--- src/rtl/fft_peak_pkg.sv ---
// fft_peak_pkg
// Shared types and helpers for the FFT spectral peak finder.
//   mag_width()    : width of |X|^2 for a given signed component width
//   peak_result_t  : published frame result (bin, magnitude, found flag)
//   pipe_entry_t   : control sideband travelling with a bin through S1/S2
// Struct fields are sized for the largest supported configuration; users
// slice them down to their own BIN_WIDTH / MAG_WIDTH.
package fft_peak_pkg;

  localparam int BIN_W_MAX = 16;
  localparam int MAG_W_MAX = 64;

  // re^2 + im^2 of two signed N-bit values is at most 2^(2N-1), which fits
  // an unsigned 2N-bit field.
  function automatic int mag_width(input int data_width);
    return 2 * data_width;
  endfunction

  typedef struct packed {
    logic [BIN_W_MAX-1:0] bin;
    logic [MAG_W_MAX-1:0] mag;
    logic                 found;
  } peak_result_t;

  typedef struct packed {
    logic                 valid;
    logic [BIN_W_MAX-1:0] bin;
    logic                 in_window;
    logic                 last;
  } pipe_entry_t;

endpackage

--- src/rtl/mag_sq_pipe.sv ---
// mag_sq_pipe
// Two-stage signed squaring path with control passthrough.
//   S1 registers the raw components and the bin sideband,
//   S2 registers re^2 and im^2 alongside the sideband.
// Ports:
//   clk_i, rst_i      clock, asynchronous active-high reset (sideband only)
//   flush_i           kills the entry moving S1 -> S2 (new S1 entry still loads)
//   valid_i, bin_i, in_window_i, last_i, re_i, im_i   S1 inputs
//   valid_o, bin_o, in_window_o, last_o, re_sq_o, im_sq_o   S2 outputs
module mag_sq_pipe
  import fft_peak_pkg::*;
#(
  parameter int DATA_WIDTH = 18,
  parameter int BIN_WIDTH  = 8
) (
  input  logic                           clk_i,
  input  logic                           rst_i,
  input  logic                           flush_i,
  input  logic                           valid_i,
  input  logic [BIN_WIDTH-1:0]           bin_i,
  input  logic                           in_window_i,
  input  logic                           last_i,
  input  logic signed [DATA_WIDTH-1:0]   re_i,
  input  logic signed [DATA_WIDTH-1:0]   im_i,
  output logic                           valid_o,
  output logic [BIN_WIDTH-1:0]           bin_o,
  output logic                           in_window_o,
  output logic                           last_o,
  output logic signed [2*DATA_WIDTH-1:0] re_sq_o,
  output logic signed [2*DATA_WIDTH-1:0] im_sq_o
);

  localparam int SQ_W = 2 * DATA_WIDTH;

  pipe_entry_t ent_p1_d, ent_p1_q, ent_p2_d, ent_p2_q;

  logic signed [DATA_WIDTH-1:0] re_p1_q, im_p1_q;
  logic signed [SQ_W-1:0]       re_ext, im_ext;
  logic signed [SQ_W-1:0]       re_sq_p2_q, im_sq_p2_q;

  always_comb begin
    ent_p1_d           = '0;
    ent_p1_d.valid     = valid_i;
    ent_p1_d.bin       = BIN_W_MAX'(bin_i);
    ent_p1_d.in_window = in_window_i;
    ent_p1_d.last      = last_i;
    ent_p2_d           = ent_p1_q;
    ent_p2_d.valid     = ent_p1_q.valid & ~flush_i;
  end

  // S1 / S2 boundary: sideband registers
  always_ff @(posedge clk_i or posedge rst_i) begin
    if (rst_i) begin
      ent_p1_q <= '0;
      ent_p2_q <= '0;
    end else begin
      ent_p1_q <= ent_p1_d;
      ent_p2_q <= ent_p2_d;
    end
  end

  // Sign-extend before multiplying so the full-width product is exact.
  assign re_ext = SQ_W'(re_p1_q);
  assign im_ext = SQ_W'(im_p1_q);

  // S1 / S2 boundary: datapath registers
  always_ff @(posedge clk_i) begin
    re_p1_q    <= re_i;
    im_p1_q    <= im_i;
    re_sq_p2_q <= re_ext * re_ext;
    im_sq_p2_q <= im_ext * im_ext;
  end

  assign valid_o     = ent_p2_q.valid;
  assign bin_o       = ent_p2_q.bin[BIN_WIDTH-1:0];
  assign in_window_o = ent_p2_q.in_window;
  assign last_o      = ent_p2_q.last;
  assign re_sq_o     = re_sq_p2_q;
  assign im_sq_o     = im_sq_p2_q;

endmodule

--- src/rtl/fft_peak_finder.sv ---
// fft_peak_finder
// Streaming peak search over one FFT frame of complex bins.
//   clk_i, rst_i                 clock, asynchronous active-high reset
//   data_real_i, data_imag_i     signed bin components, valid_i / ready_o
//   sync_i                       restart the frame at bin 0
//   bin_lo_i, bin_hi_i           inclusive search window (latched at bin 0)
//   threshold_i                  minimum |X|^2 for peak_found_o (latched at bin 0)
//   peak_bin_o, peak_mag_o, peak_found_o, result_valid_o / result_ready_i
//   frame_count_o                completed frames, wraps
//   overrun_o                    sticky: unconsumed result overwritten
module fft_peak_finder
  import fft_peak_pkg::*;
#(
  parameter int DATA_WIDTH = 18,
  parameter int FFT_SIZE   = 256,
  parameter int BIN_WIDTH  = $clog2(FFT_SIZE),
  parameter int MAG_WIDTH  = mag_width(DATA_WIDTH),
  parameter int FCNT_WIDTH = 16
) (
  input  logic                         clk_i,
  input  logic                         rst_i,
  input  logic signed [DATA_WIDTH-1:0] data_real_i,
  input  logic signed [DATA_WIDTH-1:0] data_imag_i,
  input  logic                         valid_i,
  output logic                         ready_o,
  input  logic                         sync_i,
  input  logic [BIN_WIDTH-1:0]         bin_lo_i,
  input  logic [BIN_WIDTH-1:0]         bin_hi_i,
  input  logic [MAG_WIDTH-1:0]         threshold_i,
  output logic [BIN_WIDTH-1:0]         peak_bin_o,
  output logic [MAG_WIDTH-1:0]         peak_mag_o,
  output logic                         peak_found_o,
  output logic                         result_valid_o,
  input  logic                         result_ready_i,
  output logic [FCNT_WIDTH-1:0]        frame_count_o,
  output logic                         overrun_o
);

  logic                  ready_q;
  logic [BIN_WIDTH-1:0]  bin_q, bin_d, acc_bin;
  logic [BIN_WIDTH-1:0]  lo_q, hi_q, lo_eff, hi_eff;
  logic [MAG_WIDTH-1:0]  thr_q;
  logic                  accept, first_bin, in_window, last_bin;

  // A sync sample is bin 0 of the new frame; bin 0 sees this cycle's window.
  assign accept    = valid_i & ready_q;
  assign acc_bin   = sync_i ? '0 : bin_q;
  assign first_bin = accept && (acc_bin == '0);
  assign lo_eff    = first_bin ? bin_lo_i : lo_q;
  assign hi_eff    = first_bin ? bin_hi_i : hi_q;
  assign in_window = (acc_bin >= lo_eff) && (acc_bin <= hi_eff);
  assign last_bin  = (acc_bin == BIN_WIDTH'(FFT_SIZE - 1));

  always_comb begin
    bin_d = bin_q;
    if (accept)      bin_d = acc_bin + BIN_WIDTH'(1);
    else if (sync_i) bin_d = '0;
  end

  always_ff @(posedge clk_i or posedge rst_i) begin
    if (rst_i) begin
      ready_q <= 1'b0;
      bin_q   <= '0;
      lo_q    <= '0;
      hi_q    <= '0;
      thr_q   <= '0;
    end else begin
      ready_q <= 1'b1;
      bin_q   <= bin_d;
      if (first_bin) begin
        lo_q  <= bin_lo_i;
        hi_q  <= bin_hi_i;
        thr_q <= threshold_i;
      end
    end
  end

  logic                           p2_valid, p2_in_window, p2_last;
  logic [BIN_WIDTH-1:0]           p2_bin;
  logic signed [2*DATA_WIDTH-1:0] re_sq, im_sq;

  mag_sq_pipe #(
    .DATA_WIDTH (DATA_WIDTH),
    .BIN_WIDTH  (BIN_WIDTH)
  ) u_mag_sq (
    .clk_i       (clk_i),
    .rst_i       (rst_i),
    .flush_i     (sync_i),
    .valid_i     (accept),
    .bin_i       (acc_bin),
    .in_window_i (in_window),
    .last_i      (last_bin),
    .re_i        (data_real_i),
    .im_i        (data_imag_i),
    .valid_o     (p2_valid),
    .bin_o       (p2_bin),
    .in_window_o (p2_in_window),
    .last_o      (p2_last),
    .re_sq_o     (re_sq),
    .im_sq_o     (im_sq)
  );

  logic                  have_q, have_d, have_nx;
  logic [BIN_WIDTH-1:0]  best_bin_q, best_bin_d, bbin_nx;
  logic [MAG_WIDTH-1:0]  best_mag_q, best_mag_d, bmag_nx, mag_s3;
  logic [MAG_WIDTH-1:0]  thr_cmp_q, thr_cmp_d;
  logic                  hit, take, frame_end;
  peak_result_t          res_q, res_d;
  logic                  res_valid_q, res_valid_d;
  logic [FCNT_WIDTH-1:0] fcnt_q, fcnt_d;
  logic                  overrun_q, overrun_d;

  // Both squares are non-negative, so the sum is exact as unsigned.
  assign mag_s3 = MAG_WIDTH'($unsigned(re_sq)) + MAG_WIDTH'($unsigned(im_sq));

  always_comb begin
    hit       = p2_valid && p2_in_window;
    take      = hit && (!have_q || (mag_s3 > best_mag_q));
    have_nx   = have_q | hit;
    bbin_nx   = take ? p2_bin : best_bin_q;
    bmag_nx   = take ? mag_s3 : best_mag_q;
    // thr_q may be re-latched by the next frame before this frame's last bin
    // reaches S3, so the threshold is handed over when bin 0 passes here.
    thr_cmp_d = (p2_valid && (p2_bin == '0)) ? thr_q : thr_cmp_q;
    frame_end = p2_valid && p2_last && !sync_i;

    have_d      = have_nx;
    best_bin_d  = bbin_nx;
    best_mag_d  = bmag_nx;
    res_d       = res_q;
    res_valid_d = res_valid_q;
    fcnt_d      = fcnt_q;
    overrun_d   = overrun_q;

    if (res_valid_q && result_ready_i) res_valid_d = 1'b0;

    if (sync_i || frame_end) begin
      have_d     = 1'b0;
      best_bin_d = '0;
      best_mag_d = '0;
    end

    if (frame_end) begin
      res_d.bin   = have_nx ? BIN_W_MAX'(bbin_nx) : '0;
      res_d.mag   = have_nx ? MAG_W_MAX'(bmag_nx) : '0;
      res_d.found = have_nx && (bmag_nx >= thr_cmp_d);
      res_valid_d = 1'b1;
      fcnt_d      = fcnt_q + FCNT_WIDTH'(1);
      if (res_valid_q && !result_ready_i) overrun_d = 1'b1;
    end
  end

  // S3 boundary: accumulator and result register
  always_ff @(posedge clk_i or posedge rst_i) begin
    if (rst_i) begin
      have_q      <= 1'b0;
      best_bin_q  <= '0;
      best_mag_q  <= '0;
      thr_cmp_q   <= '0;
      res_q       <= '0;
      res_valid_q <= 1'b0;
      fcnt_q      <= '0;
      overrun_q   <= 1'b0;
    end else begin
      have_q      <= have_d;
      best_bin_q  <= best_bin_d;
      best_mag_q  <= best_mag_d;
      thr_cmp_q   <= thr_cmp_d;
      res_q       <= res_d;
      res_valid_q <= res_valid_d;
      fcnt_q      <= fcnt_d;
      overrun_q   <= overrun_d;
    end
  end

  assign ready_o        = ready_q;
  assign peak_bin_o     = res_q.bin[BIN_WIDTH-1:0];
  assign peak_mag_o     = res_q.mag[MAG_WIDTH-1:0];
  assign peak_found_o   = res_q.found;
  assign result_valid_o = res_valid_q;
  assign frame_count_o  = fcnt_q;
  assign overrun_o      = overrun_q;

endmodule
--- config.mk ---
export PLATFORM = sky130hd
export DESIGN_NAME = fft_peak_finder
export DESIGN_NICKNAME = d
export VERILOG_FILES = /design/src/rtl/fft_peak_pkg.sv /design/src/rtl/mag_sq_pipe.sv /design/src/rtl/fft_peak_finder.sv
export SDC_FILE = /design/constraint.sdc
export NUM_CORES = 2
export LEC_CHECK = 0
export CORE_ASPECT_RATIO = 0.5
export CORE_UTILIZATION = 35
export DETAILED_ROUTE_END_ITERATION = 8
export PLACE_DENSITY = 0.52
export SYNTH_ARGS = -nofsm -noshare
export SYNTH_HDL_FRONTEND = slang
export SYNTH_SLANG_ARGS = --single-unit
--- constraint.sdc ---
create_clock -name clk_i -period 19.2 [get_ports clk_i]
set_clock_uncertainty 0.05 [all_clocks]
set_input_delay 3.84 -clock clk_i [delete_from_list [all_inputs] [get_ports clk_i]]
set_output_delay 3.84 -clock clk_i [all_outputs]
set_load 0.1 [all_outputs]
==> flow_summary.json <==
{
  "drive_gt1_share_pct": 3.95,
  "fin_crit_sh_pct": 40.4,
  "final.fill_count": 9907,
  "h-tree-depth": 2,
  "syn-instance-count": 3619,
  "numPortBuffers": 156,
  "grt_usage_pct": 16.3,
  "drv_slew": 0,
  "max_freq_ghz": 0.129,
  "synth_seq_area_share_pct": 21.6,
  "ctsResizeCount": 0,
  "drtIter0Drc": 1169,
  "ys_async_sr_fraction_pct": 68.2,
  "synth_top_family_by_area": "adder cells",
  "die-area_um2": 104000,
  "hold_end": "u_mag_sq.bin_o[6]$_DFF_PP0_",
  "r2r-end": "peak_found_o$_DFFE_PP0P_",
  "relSlewSlack_pct": 27.5,
  "num_vias": 24200,
  "muxShareOfSynthArea_pct": 3.81,
  "start_kind": "input port",
  "worstMarginPinSlew_ps": 1080,
  "synth_nets": 4641,
  "critPathRequiredTime_ps": 19600,
  "yosys.cell_types.count": 66,
  "synthXorXnorAreaFrac_pct": 3.25,
  "grt_overflow_total": 0,
  "start_util_pct": 35.7,
  "crit_arrival_ps": 8160,
  "cts_sinks": 333,
  "cp_max_fo": 52,
  "drc": 0,
  "die_h_um": 229,
  "slowest_stage": "clkdlybuf4s50_1",
  "rsz0062_at_grt": "no",
  "clk_pin_slew_ps": 60,
  "num_rows": 82,
  "coreArea_um2": 101000,
  "cts_tree": "yes",
  "reg2reg_from": "u_mag_sq.re_sq_o[3]$_DFF_P_",
  "min_period_ps": 7760,
  "synthAdderAreaFrac_pct": 44.7,
  "avgViaCountPerCell": 4.72,
  "crit_chain": "clkdlybuf4s50_1, nor2b_1, nor4_1, and4_2, buf_4, mux2_2, ha_1, nand2b_1, a21o_1, a21o_1, a21o_1, a21o_1, a21o_1, a21o_1, a21oi_1, a21oi_1",
  "hold_class": "reg -> reg",
  "synth_seq_cells": 333,
  "status": "completed",
  "synth-compound-area-share_pct": 6.70,
  "clk_latency_ps": 580,
  "ff2ff_path_depth": 29,
  "min_from": "u_mag_sq.ent_p1_q[8]$_DFF_PP0_",
  "holdBufCountCts": 0,
  "fin_nets": 4766,
  "place.gp.congestion": 0.840,
  "io_pins": 157,
  "yosys.area_share.simple_pct": 9.85,
  "criticalPathCategory": "in -> reg",
  "regToRegSetupSlack_ps": 11490,
  "max_stage_delay_ps": 780,
  "wl_um": 81900,
  "post_cts_buffers": 0,
  "synth_ff_type": "dfrtp_1",
  "setup_violations": 0,
  "yosys_warnings": 0,
  "antenna_found_initial": 0,
  "ant_nets": 0,
  "endpoint_kind": "register",
  "firstDrtPassIters": 6,
  "clock_path_buffers": 3,
  "num_antenna_cells": 0,
  "fin_tns_setup_ps": 0,
  "synth_area_um2": 36100,
  "cts_root_buffer": "clkbuf_16",
  "crit_path_frequent_cell": "a21o_1",
  "dp_hpwl_um": 66800,
  "syn_area_per_cell_um2": 9.96,
  "grt_pass1_vias": 26100,
  "die_x_um": 456,
  "syn2layout_area_growth_pct": 12.0,
  "synth_edf_count": 0,
  "hold_viol": 0,
  "grt_max_degree": 110,
  "cts_made_buffers": 38,
  "cap_violations": 0,
  "grt_pass1_wl_um": 136000,
  "hold_path_depth": 0,
  "wl_per_cell_um": 16.0
}
## synthesized netlist by cell type, drive strengths merged (88+ instances only)
library cell	n	area [um^2]
fa	598	12000
xnor2	91	797
o21ai	96	480
and2	124	776
dfxtp	106	2120
inv	868	3260
ha	331	4140
a21oi	107	536
dfrtp	227	5680
mux2i	88	881
nand2	298	1120
nor2	140	526
## metal layers
metal | up-vias | share of wire [%] | global-route usage, % | wire length [um]
li1 | 11400 | - | - | -
met3 | 92 | 4.3 | 2.75 | 3530
met5 | - | 0 | 0 | 0
met1 | 12300 | 46 | 22.1 | 37500
met2 | 347 | 48 | 27.5 | 39300
met4 | 0 | 1.9 | 3.37 | 1590
## layout by cell type (no fill, tap or decap), types with 31 or more instances in the layout
master / count
a21o_1: 60
a21oi_1: 107
and2_1: 124
clkbuf_16: 39
clkdlybuf4s50_1: 156
dfrtp_1: 227
dfxtp_1: 106
fa_1: 598
ha_1: 331
inv_1: 866
mux2_2: 41
mux2i_1: 88
nand2_1: 298
nand3_1: 32
nand4_1: 33
nor2_1: 140
o21ai_0: 65
o21ai_1: 31
xnor2_1: 91
xor2_1: 43
## cell families after synthesis
| logic type | count (synthesis) |
|---|---|
| buffers and inverters | 961 |
| adders and majority gates | 929 |
| and+or+nand+nor | 750 |
| AOI/OAI and AO/OA | 380 |
| DFF | 333 |
| xor gates and xnor gates | 134 |
| muxes | 131 |
| other | 1 |
## stage by stage
step | cells | hold WS, ps | util, % | setup slack (ps) | instance area [um^2]
finish | 5117 | 295 | 40.0 | 11440 | 40400
global route | 5117 | 292 | 40.0 | 10760 | 40400
CTS | 5117 | 287 | 40.0 | 11510 | 40400
detailed placement | 5048 | 288 | 38.7 | 10930 | 39100
global placement | 5048 | 287 | 38.7 | 10830 | 39100
floorplan | 3619 | 279 | - | 9090 | 36100
## worst max-delay path, delay by kind of cell
| family | cells | cell delay (ps) |
|---|---|---|
| compound gates | 8 | 1210 |
| fa+ha+maj | 1 | 260 |
| buf+inv | 2 | 1370 |
| mux | 1 | 430 |
| simple gates | 4 | 1000 |
## layout make-up
type / count / area (um^2) / area share (%)
clock buffer: 48 / 1060 / 2.62
clock inverter: 21 / 199 / 0.493
inverter: 868 / 3270 / 8.09
multi-input combinational: 2325 / 24600 / 61.0
sequential: 333 / 7800 / 19.3
tap: 1344 / 1680 / 4.17
timing repair buffer: 178 / 1730 / 4.28
## state kept, by name, summed over array words and instances, names as in the netlist, 11 cells and up
name,flops
u_mag_sq.re_p1_q,18
u_mag_sq.re_sq_o,35
u_mag_sq.ent_p1_q,11
u_mag_sq.im_sq_o,35
thr_cmp_q,36
best_mag_q,36
frame_count_o,16
thr_q,36
u_mag_sq.im_p1_q,18
peak_mag_o,36
## worst max path at each step
stage	start	end	slack, ps	depth (start not counted)
6_report	sync_i	u_mag_sq.ent_p1_q[1]$_DFF_PP0_	11440	16
5_1_grt	u_mag_sq.re_sq_o[3]$_DFF_P_	peak_found_o$_DFFE_PP0P_	10760	28
4_1_cts	u_mag_sq.re_sq_o[3]$_DFF_P_	peak_found_o$_DFFE_PP0P_	11510	29
3_5_place_dp	sync_i	u_mag_sq.ent_p1_q[1]$_DFF_PP0_	10930	16
3_3_place_gp	sync_i	u_mag_sq.ent_p1_q[1]$_DFF_PP0_	10830	16
2_1_floorplan	rst_i	best_bin_q[0]$_DFF_PP0_	9090	1
Power is not shown: default switching activity piles up to over one toggle a cycle in this logic, so the estimate is an artifact.
